$ cat src/rtl/seg_scan_decoder.sv
// rtl/seg_scan_decoder.sv - recovers two 2-digit decimal values from a scanned 7-segment bus
module seg_scan_decoder #(
    parameter int SETTLE  = 4,
    parameter int TIMEOUT = 250_000
) (
    input  logic       clk,
    input  logic       rst,
    input  logic [7:0] seg_in,
    input  logic [3:0] sel_in,
    output logic [7:0] dat1,
    output logic [7:0] dat2,
    output logic       valid,
    output logic       err,
    output logic       locked
);

    localparam int SW = $clog2(SETTLE + 1);
    localparam int TW = $clog2(TIMEOUT);

    typedef enum logic [1:0] {
        ST_WAIT,
        ST_SETTLING,
        ST_HOLD
    } state_t;

    state_t        state, state_nx;
    logic [SW-1:0] scnt, scnt_nx;
    logic [TW-1:0] tcnt;
    logic [7:0]    seg_r, seg_d;
    logic [3:0]    sel_r, sel_d;
    logic [3:0]    mask;
    logic          bad;
    logic [3:0]    digits [4];

    logic          sel_ok;
    logic [1:0]    slot;
    logic [3:0]    digit;
    logic          inv;
    logic          sample;
    logic          changed;
    logic          complete;
    logic          timeout;

    // Map the registered select code onto a slot index; anything not one-hot-low is illegal
    always_comb begin
        sel_ok = 1'b1;
        slot   = 2'd0;
        case (sel_r)
            4'b1110: slot = 2'd0;
            4'b1101: slot = 2'd1;
            4'b1011: slot = 2'd2;
            4'b0111: slot = 2'd3;
            default: sel_ok = 1'b0;
        endcase
    end

    // Decode the registered segment pattern (dp included) into a decimal digit
    always_comb begin
        inv   = 1'b0;
        digit = 4'd0;
        case (seg_r)
            8'hc0:   digit = 4'd0;
            8'hf9:   digit = 4'd1;
            8'ha4:   digit = 4'd2;
            8'hb0:   digit = 4'd3;
            8'h99:   digit = 4'd4;
            8'h92:   digit = 4'd5;
            8'h82:   digit = 4'd6;
            8'hf8:   digit = 4'd7;
            8'h80:   digit = 4'd8;
            8'h90:   digit = 4'd9;
            default: inv   = 1'b1;
        endcase
    end

    assign changed  = (sel_r != sel_d) || (seg_r != seg_d);
    assign complete = (mask == 4'b1111);
    assign timeout  = !complete && (tcnt == TW'(TIMEOUT - 1));

    // Settle/sample FSM: next state, settle count and the sample strobe
    always_comb begin
        state_nx = state;
        scnt_nx  = scnt;
        sample   = 1'b0;
        case (state)
            ST_WAIT: begin
                if (sel_ok) begin
                    state_nx = ST_SETTLING;
                    scnt_nx  = SW'(1);
                end
            end
            ST_SETTLING: begin
                if (!sel_ok) begin
                    state_nx = ST_WAIT;
                    scnt_nx  = '0;
                end else if (changed) begin
                    scnt_nx = SW'(1);
                end else if (scnt + SW'(1) == SW'(SETTLE)) begin
                    sample   = 1'b1;
                    state_nx = ST_HOLD;
                    scnt_nx  = SW'(SETTLE);
                end else begin
                    scnt_nx = scnt + SW'(1);
                end
            end
            ST_HOLD: begin
                // Segment-only changes are ignored: the driver may repaint while selected
                if (sel_r != sel_d) begin
                    if (sel_ok) begin
                        state_nx = ST_SETTLING;
                        scnt_nx  = SW'(1);
                    end else begin
                        state_nx = ST_WAIT;
                        scnt_nx  = '0;
                    end
                end
            end
            default: begin
                state_nx = ST_WAIT;
                scnt_nx  = '0;
            end
        endcase
    end

    // Input registers, FSM state, slot capture, frame conversion and timeout handling
    always_ff @(posedge clk) begin
        if (rst) begin
            seg_r  <= 8'hff;
            sel_r  <= 4'hf;
            seg_d  <= 8'hff;
            sel_d  <= 4'hf;
            state  <= ST_WAIT;
            scnt   <= '0;
            tcnt   <= '0;
            mask   <= 4'b0000;
            bad    <= 1'b0;
            dat1   <= 8'd0;
            dat2   <= 8'd0;
            valid  <= 1'b0;
            err    <= 1'b0;
            locked <= 1'b0;
            for (int i = 0; i < 4; i++) digits[i] <= 4'd0;
        end else begin
            seg_r <= seg_in;
            sel_r <= sel_in;
            seg_d <= seg_r;
            sel_d <= sel_r;
            valid <= 1'b0;
            err   <= 1'b0;
            if (sample && !timeout) digits[slot] <= digit;
            if (complete) begin
                // Convert stage wins over a coincident timeout
                tcnt  <= '0;
                state <= state_nx;
                scnt  <= scnt_nx;
                mask  <= sample ? (4'b0001 << slot) : 4'b0000;
                bad   <= sample & inv;
                if (!bad) begin
                    dat1   <= ({4'd0, digits[0]} << 3) + ({4'd0, digits[0]} << 1) + {4'd0, digits[1]};
                    dat2   <= ({4'd0, digits[2]} << 3) + ({4'd0, digits[2]} << 1) + {4'd0, digits[3]};
                    valid  <= 1'b1;
                    locked <= 1'b1;
                end else begin
                    err    <= 1'b1;
                    locked <= 1'b0;
                end
            end else if (timeout) begin
                tcnt   <= '0;
                state  <= ST_WAIT;
                scnt   <= '0;
                mask   <= 4'b0000;
                bad    <= 1'b0;
                err    <= 1'b1;
                locked <= 1'b0;
            end else begin
                tcnt  <= tcnt + TW'(1);
                state <= state_nx;
                scnt  <= scnt_nx;
                if (sample) begin
                    mask[slot] <= 1'b1;
                    bad        <= bad | inv;
                end
            end
        end
    end

endmodule

$ cat config.mk
export PLATFORM = sky130hd
export DESIGN_NAME = seg_scan_decoder
export DESIGN_NICKNAME = d
export VERILOG_FILES = /design/src/rtl/seg_scan_decoder.sv
export SDC_FILE = /design/constraint.sdc
export NUM_CORES = 1
export LEC_CHECK = 0
export CORE_ASPECT_RATIO = 0.5
export CORE_UTILIZATION = 45
export CTS_CLUSTER_DIAMETER = 120
export DETAILED_ROUTE_END_ITERATION = 8
export PLACE_DENSITY = 0.64
export SETUP_SLACK_MARGIN = 0.5
export SLEW_MARGIN = 40
export SYNTH_ARGS = -nofsm -noshare
export SYNTH_HDL_FRONTEND = slang
export SYNTH_SLANG_ARGS = --single-unit
$ cat constraint.sdc
create_clock -name clk -period 2.8 [get_ports clk]
set_input_delay 0.84 -clock clk [delete_from_list [all_inputs] [get_ports clk]]
set_output_delay 0.84 -clock clk [all_outputs]
set_load 0.05 [all_outputs]
==> run_results.csv, run 1 <==
group,metric,value,unit
sta,slew_violations,0,
synth,yosysTopAreaCellShare,36.3,%
pwr,netSwitchingFraction,22.7,%
cts,cts_buffers,9,
synth,synthTopCellsByArea,"dfxtp_1 (36%), edfxtp_1 (12%), xnor2_1 (6.3%), ha_1 (5.4%), nand2_1 (4.4%)",
sta,skew,0.00731,ns
floorplan,core-area,8230,um^2
synth,synth_area,3920,um^2
pwr,p_int,2.08,mW
cells_and_area,area_growth,17.7,%
synth,synth_nets,432,
critical_path,crit_type,"reg -> reg",
synth,ys_seq_elements,87,
drt,wl,7.04,mm
job,drv_cap,0,
critical_path,ff2ff_path_depth,7,
critical_path,start_kind,"register",
critical_path,crit_fanout,2,
drt,vias,2772,
synth,synth_top_cells_by_count,"dfxtp_1 (71), nand2_1 (46), nor2_1 (45), xnor2_1 (28), a21oi_1 (25)",
sta,max_freq,456,MHz
critical_path,regToRegStartpoint,"digits[1][3]$_SDFFCE_PN0P_",
global_routing,grt_pass1_vias,2515,
sta,fin_tns_setup,0,ns
drt,drtIter0Drc,105,
sta,timing.final.crit_share,78.3,%
critical_path,endpoint,"dat1[6]$_SDFFE_PP0P_",
floorplan,boundaryPins,33,
synth,synth-edff-count,16,
pwr,pwr-share-clk,44.0,%
pwr,ir_worst_vdd,0.284,mV
cts,clkTransAtPathRegs,0.06,ns
global_routing,grt_max_degree,25,
pwr,comb_power_share,6.3,%
global_routing,overflow,0,
global_routing,gr-usage-met2,27.1,%
synth,ys_types,55,
cells_and_area,multiInputGateArea,1900,um^2
drt,drtPass1Iterations,4,
synth,syn_inst,397,
place,dp_hpwl,5.24,mm
sta,worst_slack,0.608,ns
sta,period_needed,2.19,ns
sta,max_slew_margin,62.4,%
sta,rsz0062_at_grt,"true",
synth,yosysWarnings,0,
critical_path,r2r_slack,0.61,ns
critical_path,startpoint,"digits[1][3]$_SDFFCE_PN0P_",
global_routing,antenna_found_initial,0,
synth,syn_area_per_cell,9.87,um^2
drt,ant_nets,0,
sta,whs,0.447,ns
place,pre_cts_slack,0.352,ns
cells_and_area,drive_above_1_share,13.4,%
cts,clock-root-buffer,"clkbuf_16",
synth,synth_area_leader_cell,"dfxtp_1",
cts,clk_latency,0.35,ns
synth,ys.flop_type,"dfxtp_1",
floorplan,dieArea,9110,um^2
min_path,whs_path_depth,2,
global_routing,track_usage,16.8,%
global_routing,grt_busiest_layer,"met2",
pwr,pwr-share-seq,49.7,%
drt,post_drt_wl_per_cell,12.9,um
place,place.gp.congestion,0.781,
sta,finalSetupViolCount,0,
cells_and_area,n_fill_cell,737,
cells_and_area,fin_nets,462,
global_routing,grt_util_met3,6.44,%
cts,numClockSinks,87,
cells_and_area,num_antenna_cells,0,
cells_and_area,ff_latch_area,1900,um^2
synth,synth_most_common_cell,"dfxtp_1",
drt,drc,0,
place,io_buffers,32,
critical_path,arrival,2.47,ns
cts,clockBufferDepth,2,
pwr,p_switching,0.611,mW
floorplan,die_w,134,um
pwr,p_leak,1.80,nW
cts,htreeDepth,3,
sta,hold_viol,0,
global_routing,grt_pass1_wl,11.6,mm
critical_path,r2r-end,"dat1[6]$_SDFFE_PP0P_",
synth,yosysSeqAreaShare,48.5,%
pwr,p_per_area,584,nW/um^2
floorplan,die_h,68.0,um
global_routing,grtUsageMet1,21.2,%
floorplan,initial_core_util,47.6,%
drt,routed_via_density,5.10,
critical_path,required,3.08,ns
outcome,status,"finished, final reports clean",
min_path,hold_path_class,"reg -> reg",
synth,async_reset_ff_share,0,%
cts,cts_hold_buffers,0,
cts,cts_tree,"yes",
sta,tightest_slew,0.564,ns
critical_path,crit_path_end_kind,"register",
floorplan,rows,23,
## layout by cell type (no fill, tap or decap), types with 4 or more instances in the layout
master and instances:
buf_4 5, dfxtp_1 71, xor2_1 8, inv_1 9
or2_2 22, nand3_1 6, a21o_1 4, clkbuf_16 9
ha_1 17, nand2_1 46, nand4_1 11, edfxtp_1 16
nor2_1 45, clkdlybuf4s50_1 13, xnor2_1 28, dlygate4sd2_1 17
nor3_1 6, a21oi_1 25, o21ai_0 4, nand4b_1 6
## routing by layer
layer	up-vias	part of all wire [%]
li1	1434	-
met1	1292	51
met2	38	44
met3	8	4.0
met4	0	1.2
met5	-	0
## worst min path at each step
stage | end | from
finish | dat2[5]$_SDFFE_PP0P_ | dat2[5]$_SDFFE_PP0P_
global route | dat2[5]$_SDFFE_PP0P_ | dat2[5]$_SDFFE_PP0P_
CTS | dat2[5]$_SDFFE_PP0P_ | dat2[5]$_SDFFE_PP0P_
detailed placement | tcnt[0]$_SDFF_PP0_ | tcnt[0]$_SDFF_PP0_
global placement | tcnt[0]$_SDFF_PP0_ | tcnt[0]$_SDFF_PP0_
floorplan | tcnt[0]$_SDFF_PP0_ | tcnt[0]$_SDFF_PP0_
## layout make-up
class / count / share of cell area [%]
inverters: 9 / 0.733
multi-input cells: 283 / 41.1
flip-flops and latches: 87 / 41.2
clock buffers: 9 / 4.88
well taps: 112 / 3.04
repair buffers: 37 / 7.41
clock inverters: 7 / 1.57
## stage by stage
| step | area [um^2] | power [mW] | instances | util (%) |
|---|---|---|---|---|
| after floorplan | 3920 | 1.49 | 397 | - |
| after global placement | 4320 | 1.53 | 527 | 52.4 |
| after detailed placement | 4320 | 1.54 | 527 | 52.4 |
| after CTS | 4590 | 2.72 | 543 | 55.8 |
| after global routing | 4610 | 2.80 | 544 | 56.0 |
| final | 4610 | 2.69 | 544 | 56.0 |
## cells by family (layout without fill, tap and decap cells)
family                   Yosys count  in the layout  share of synthesized area, %
AO/OA/AOI/OAI                     49             49                          8.27
adder cells (fa/ha/maj)           21             21                          7.47
buffers and inverters             27             62                          3.26
AND/OR/NAND/NOR                  175            175                          23.9
XOR/XNOR                          36             36                          8.05
flip-flops                        87             87                          48.5
multiplexers                       2              2                         0.511
## repair_timing
action	CTS	global route
buffers inserted	0	1
gates resized for setup	17	4
pin swaps	0	2
setup endpoints to repair	17	19
gates cloned	0	0
hold endpoints to repair	0	0
## power groups by stage
stage | sequential [mW] | clock, mW | combinational (mW)
after floorplan | 1.35 | 0 | 0.141
after global placement | 1.36 | 0 | 0.164
after detailed placement | 1.37 | 0 | 0.169
after CTS | 1.34 | 1.21 | 0.170
after global routing | 1.34 | 1.27 | 0.189
final | 1.34 | 1.18 | 0.170
## critical path, cell delays in order (launching register included)
cell and delay, ns:
edfxtp_1 0.41, fa_1 0.55, fa_1 0.48, a21o_1 0.19, a21oi_1 0.17, xnor2_1 0.13, nand2_1 0.06, a21oi_1 0.14
## flip-flops by register name, summed over array words and instances, names as in the netlist, 2 cells and up
| signal | count |
|---|---|
| seg_d | 8 |
| dat1 | 8 |
| sel_r | 4 |
| seg_r | 8 |
| state | 2 |
| scnt | 3 |
| digits | 16 |
| sel_d | 4 |
| tcnt | 18 |
| dat2 | 8 |
| mask | 4 |
Note: power is estimated with default switching activity, not from simulation.
==> run 2: changes to the inputs <==
- clock period: 2.8 -> 2.18 ns (I/O delays scaled with it)
==> run 2 against run 1 <==
Compared with the run above: total power is 31% higher; final cell count is 7.7% higher; sequential share of layout area is 4.4 points lower; worst setup slack worse by 0.48 ns; combinational power is 94% higher; routed wire length is 19% higher; die area stayed put; sequential power is 28% higher; non-clock buffer count is 39 higher; critical path type unchanged; critical endpoint is now dat2[6]$_SDFFE_PP0P_; largest cell class is now multi-input combinational cells.
==> run_results.csv, run 2 (same netlist as run 1, synthesis figures left out) <==
group,metric,value,unit
cts,clkTransAtPathRegs,0.06,ns
global_routing,antenna_found_initial,0,
global_routing,track_usage,19.5,%
place,dp_hpwl,5.36,mm
pwr,p_leak,2.01,nW
pwr,netSwitchingFraction,22.6,%
place,place_area,4440,um^2
pwr,p_per_area,666,nW/um^2
sta,skew,0.00614,ns
sta,fin_tns_setup,0,ns
cells_and_area,drive_above_1_share,42.4,%
global_routing,grt_max_degree,25,
drt,drtIter0Drc,117,
critical_path,crit_type,"reg -> reg",
sta,slew_violations,0,
cells_and_area,largest_reg_flops,18,
sta,period_needed,2.06,ns
drt,drtPass1Iterations,4,
critical_path,path_common_cell,"a21oi_2",
cts,clockBufferDepth,2,
global_routing,grt_pass1_wl,13.6,mm
cells_and_area,final_area,5290,um^2
cells_and_area,final_common_cell,"dfxtp_1",
sta,max_slew_margin,66.7,%
critical_path,r2r_slack,0.12,ns
pwr,p_int,2.72,mW
critical_path,crit_path_end_kind,"register",
pwr,pwr-share-clk,41.9,%
critical_path,required,2.45,ns
cells_and_area,n_fill_cell,637,
outcome,status,"finished, final reports clean",
floorplan,rows,23,
global_routing,grt_pass1_vias,2904,
sta,rsz0062_at_grt,"true",
floorplan,die_w,134,um
sta,timing.final.crit_share,94.3,%
drt,wl,8.37,mm
critical_path,cpMaxStageDelayCell,"fa_1",
pwr,comb_power_share,9.3,%
pwr,pwr-share-seq,48.8,%
place,place.gp.congestion,0.760,
min_path,whs_endpoint,"tcnt[0]$_SDFF_PP0_",
critical_path,slowest_delay,0.53,ns
critical_path,path_cells,"fa_1, fa_2, a21o_1, a21oi_2, xnor2_1, nand2_1, a21oi_2",
cells_and_area,fin_util,64.3,%
cts,clk_latency,0.34,ns
floorplan,dieArea,9110,um^2
min_path,min_from,"tcnt[0]$_SDFF_PP0_",
cts,cts_buffers,9,
cts,cts_hold_buffers,0,
floorplan,core-area,8230,um^2
cts,cts_tree,"yes",
cells_and_area,largestRegisters,"tcnt x18, digits x16",
drt,ant_nets,0,
sta,finalSetupViolCount,0,
cts,numClockSinks,87,
drt,vias,3006,
floorplan,die_h,68.0,um
floorplan,initial_core_util,47.6,%
critical_path,crit_fanout,2,
min_path,whs_path_depth,1,
cells_and_area,area_growth,35.0,%
drt,drc,0,
floorplan,boundaryPins,33,
critical_path,regToRegStartpoint,"digits[2][2]$_SDFFCE_PN0P_",
sta,hold_viol,0,
pwr,ir_worst_vdd,0.389,mV
min_path,hold_path_class,"reg -> reg",
drt,routed_via_density,5.13,
cts,clock-root-buffer,"clkbuf_16",
critical_path,startpoint,"digits[2][2]$_SDFFCE_PN0P_",
critical_path,ff2ff_path_depth,7,
sta,tightest_slew,0.495,ns
cells_and_area,num_antenna_cells,0,
cells_and_area,regMostFlops,"tcnt",
cells_and_area,final_cell_mix,"dfxtp_1 (52), nand2_1 (42), buf_4 (35)",
cts,htreeDepth,3,
global_routing,overflow,0,
critical_path,start_kind,"register",
drt,post_drt_wl_per_cell,14.3,um
place,io_buffers,32,
cells_and_area,fin_nets,504,
job,drv_cap,0,
pwr,p_total,3.52,mW
critical_path,arrival,2.33,ns
pwr,p_switching,0.797,mW
sta,max_freq,487,MHz
critical_path,r2r-end,"dat2[6]$_SDFFE_PP0P_",
## run 2: area by class of cell
type	instances	area (um^2)	share of cell area, %
clock buffer	11	233	4.40
clock inverter	5	48.8	0.923
inverter	9	37.5	0.710
multi-input combinational	286	2290	43.3
sequential	87	1950	36.9
tap	112	140	2.65
timing repair buffer	76	589	11.1
## run 2: worst max-delay path by stage
stage / end / slack (ns) / depth (start not counted)
after floorplan: dat1[6]$_SDFFE_PP0P_ / 0.26 / 7
after global placement: mask[1]$_SDFFE_PP0P_ / 0.11 / 4
final: dat2[6]$_SDFFE_PP0P_ / 0.12 / 7
after CTS: dat1[6]$_SDFFE_PP0P_ / 0.10 / 7
after global routing: dat1[6]$_SDFFE_PP0P_ / 0.01 / 7
after detailed placement: bad$_SDFFE_PP0P_ / 0.03 / 4
## run 2: worst max-delay path, delay by kind of cell (launching register included)
| family | cells | cell delay, ns |
|---|---|---|
| compound gates | 3 | 0.45 |
| flops | 1 | 0.43 |
| xor+xnor | 1 | 0.13 |
| simple gates | 1 | 0.08 |
| fa+ha+maj | 2 | 0.91 |
## run 2: repair_timing
item                       CTS  global route
gates cloned                 3             0
resized for setup          140            58
setup buffers               24            10
setup endpoints to repair   85            77
pin swaps                   19            37
## run 2: power by group through the flow
| stage | Sequential (mW) | Clock [mW] | Combinational, mW |
|---|---|---|---|
| 4_1_cts | 1.72 | 1.50 | 0.289 |
| 5_1_grt | 1.72 | 1.57 | 0.361 |
| 2_1_floorplan | 1.74 | 0 | 0.198 |
| 6_report | 1.72 | 1.47 | 0.329 |
| 3_3_place_gp | 1.75 | 0 | 0.231 |
| 3_5_place_dp | 1.75 | 0 | 0.235 |
## run 2: routing by layer
layer  global-route usage (%)  wire, um  up-vias  part of all wire [%]
li1                         -         -     1524                     -
met1                     24.4      4010     1419                    48
met2                     32.8      3900       52                    47
met3                     4.89       338       11                   4.0
met4                     7.95       118        0                   1.4
met5                        0         0        -                     0
## run 2: through the flow
step	hold WS, ns	worst slack (ns)	instances
after floorplan	0.417	0.259	397
after detailed placement	0.434	0.0304	533
final	0.444	0.125	586
after global routing	0.468	0.0102	586
after CTS	0.447	0.104	576
after global placement	0.426	0.111	533
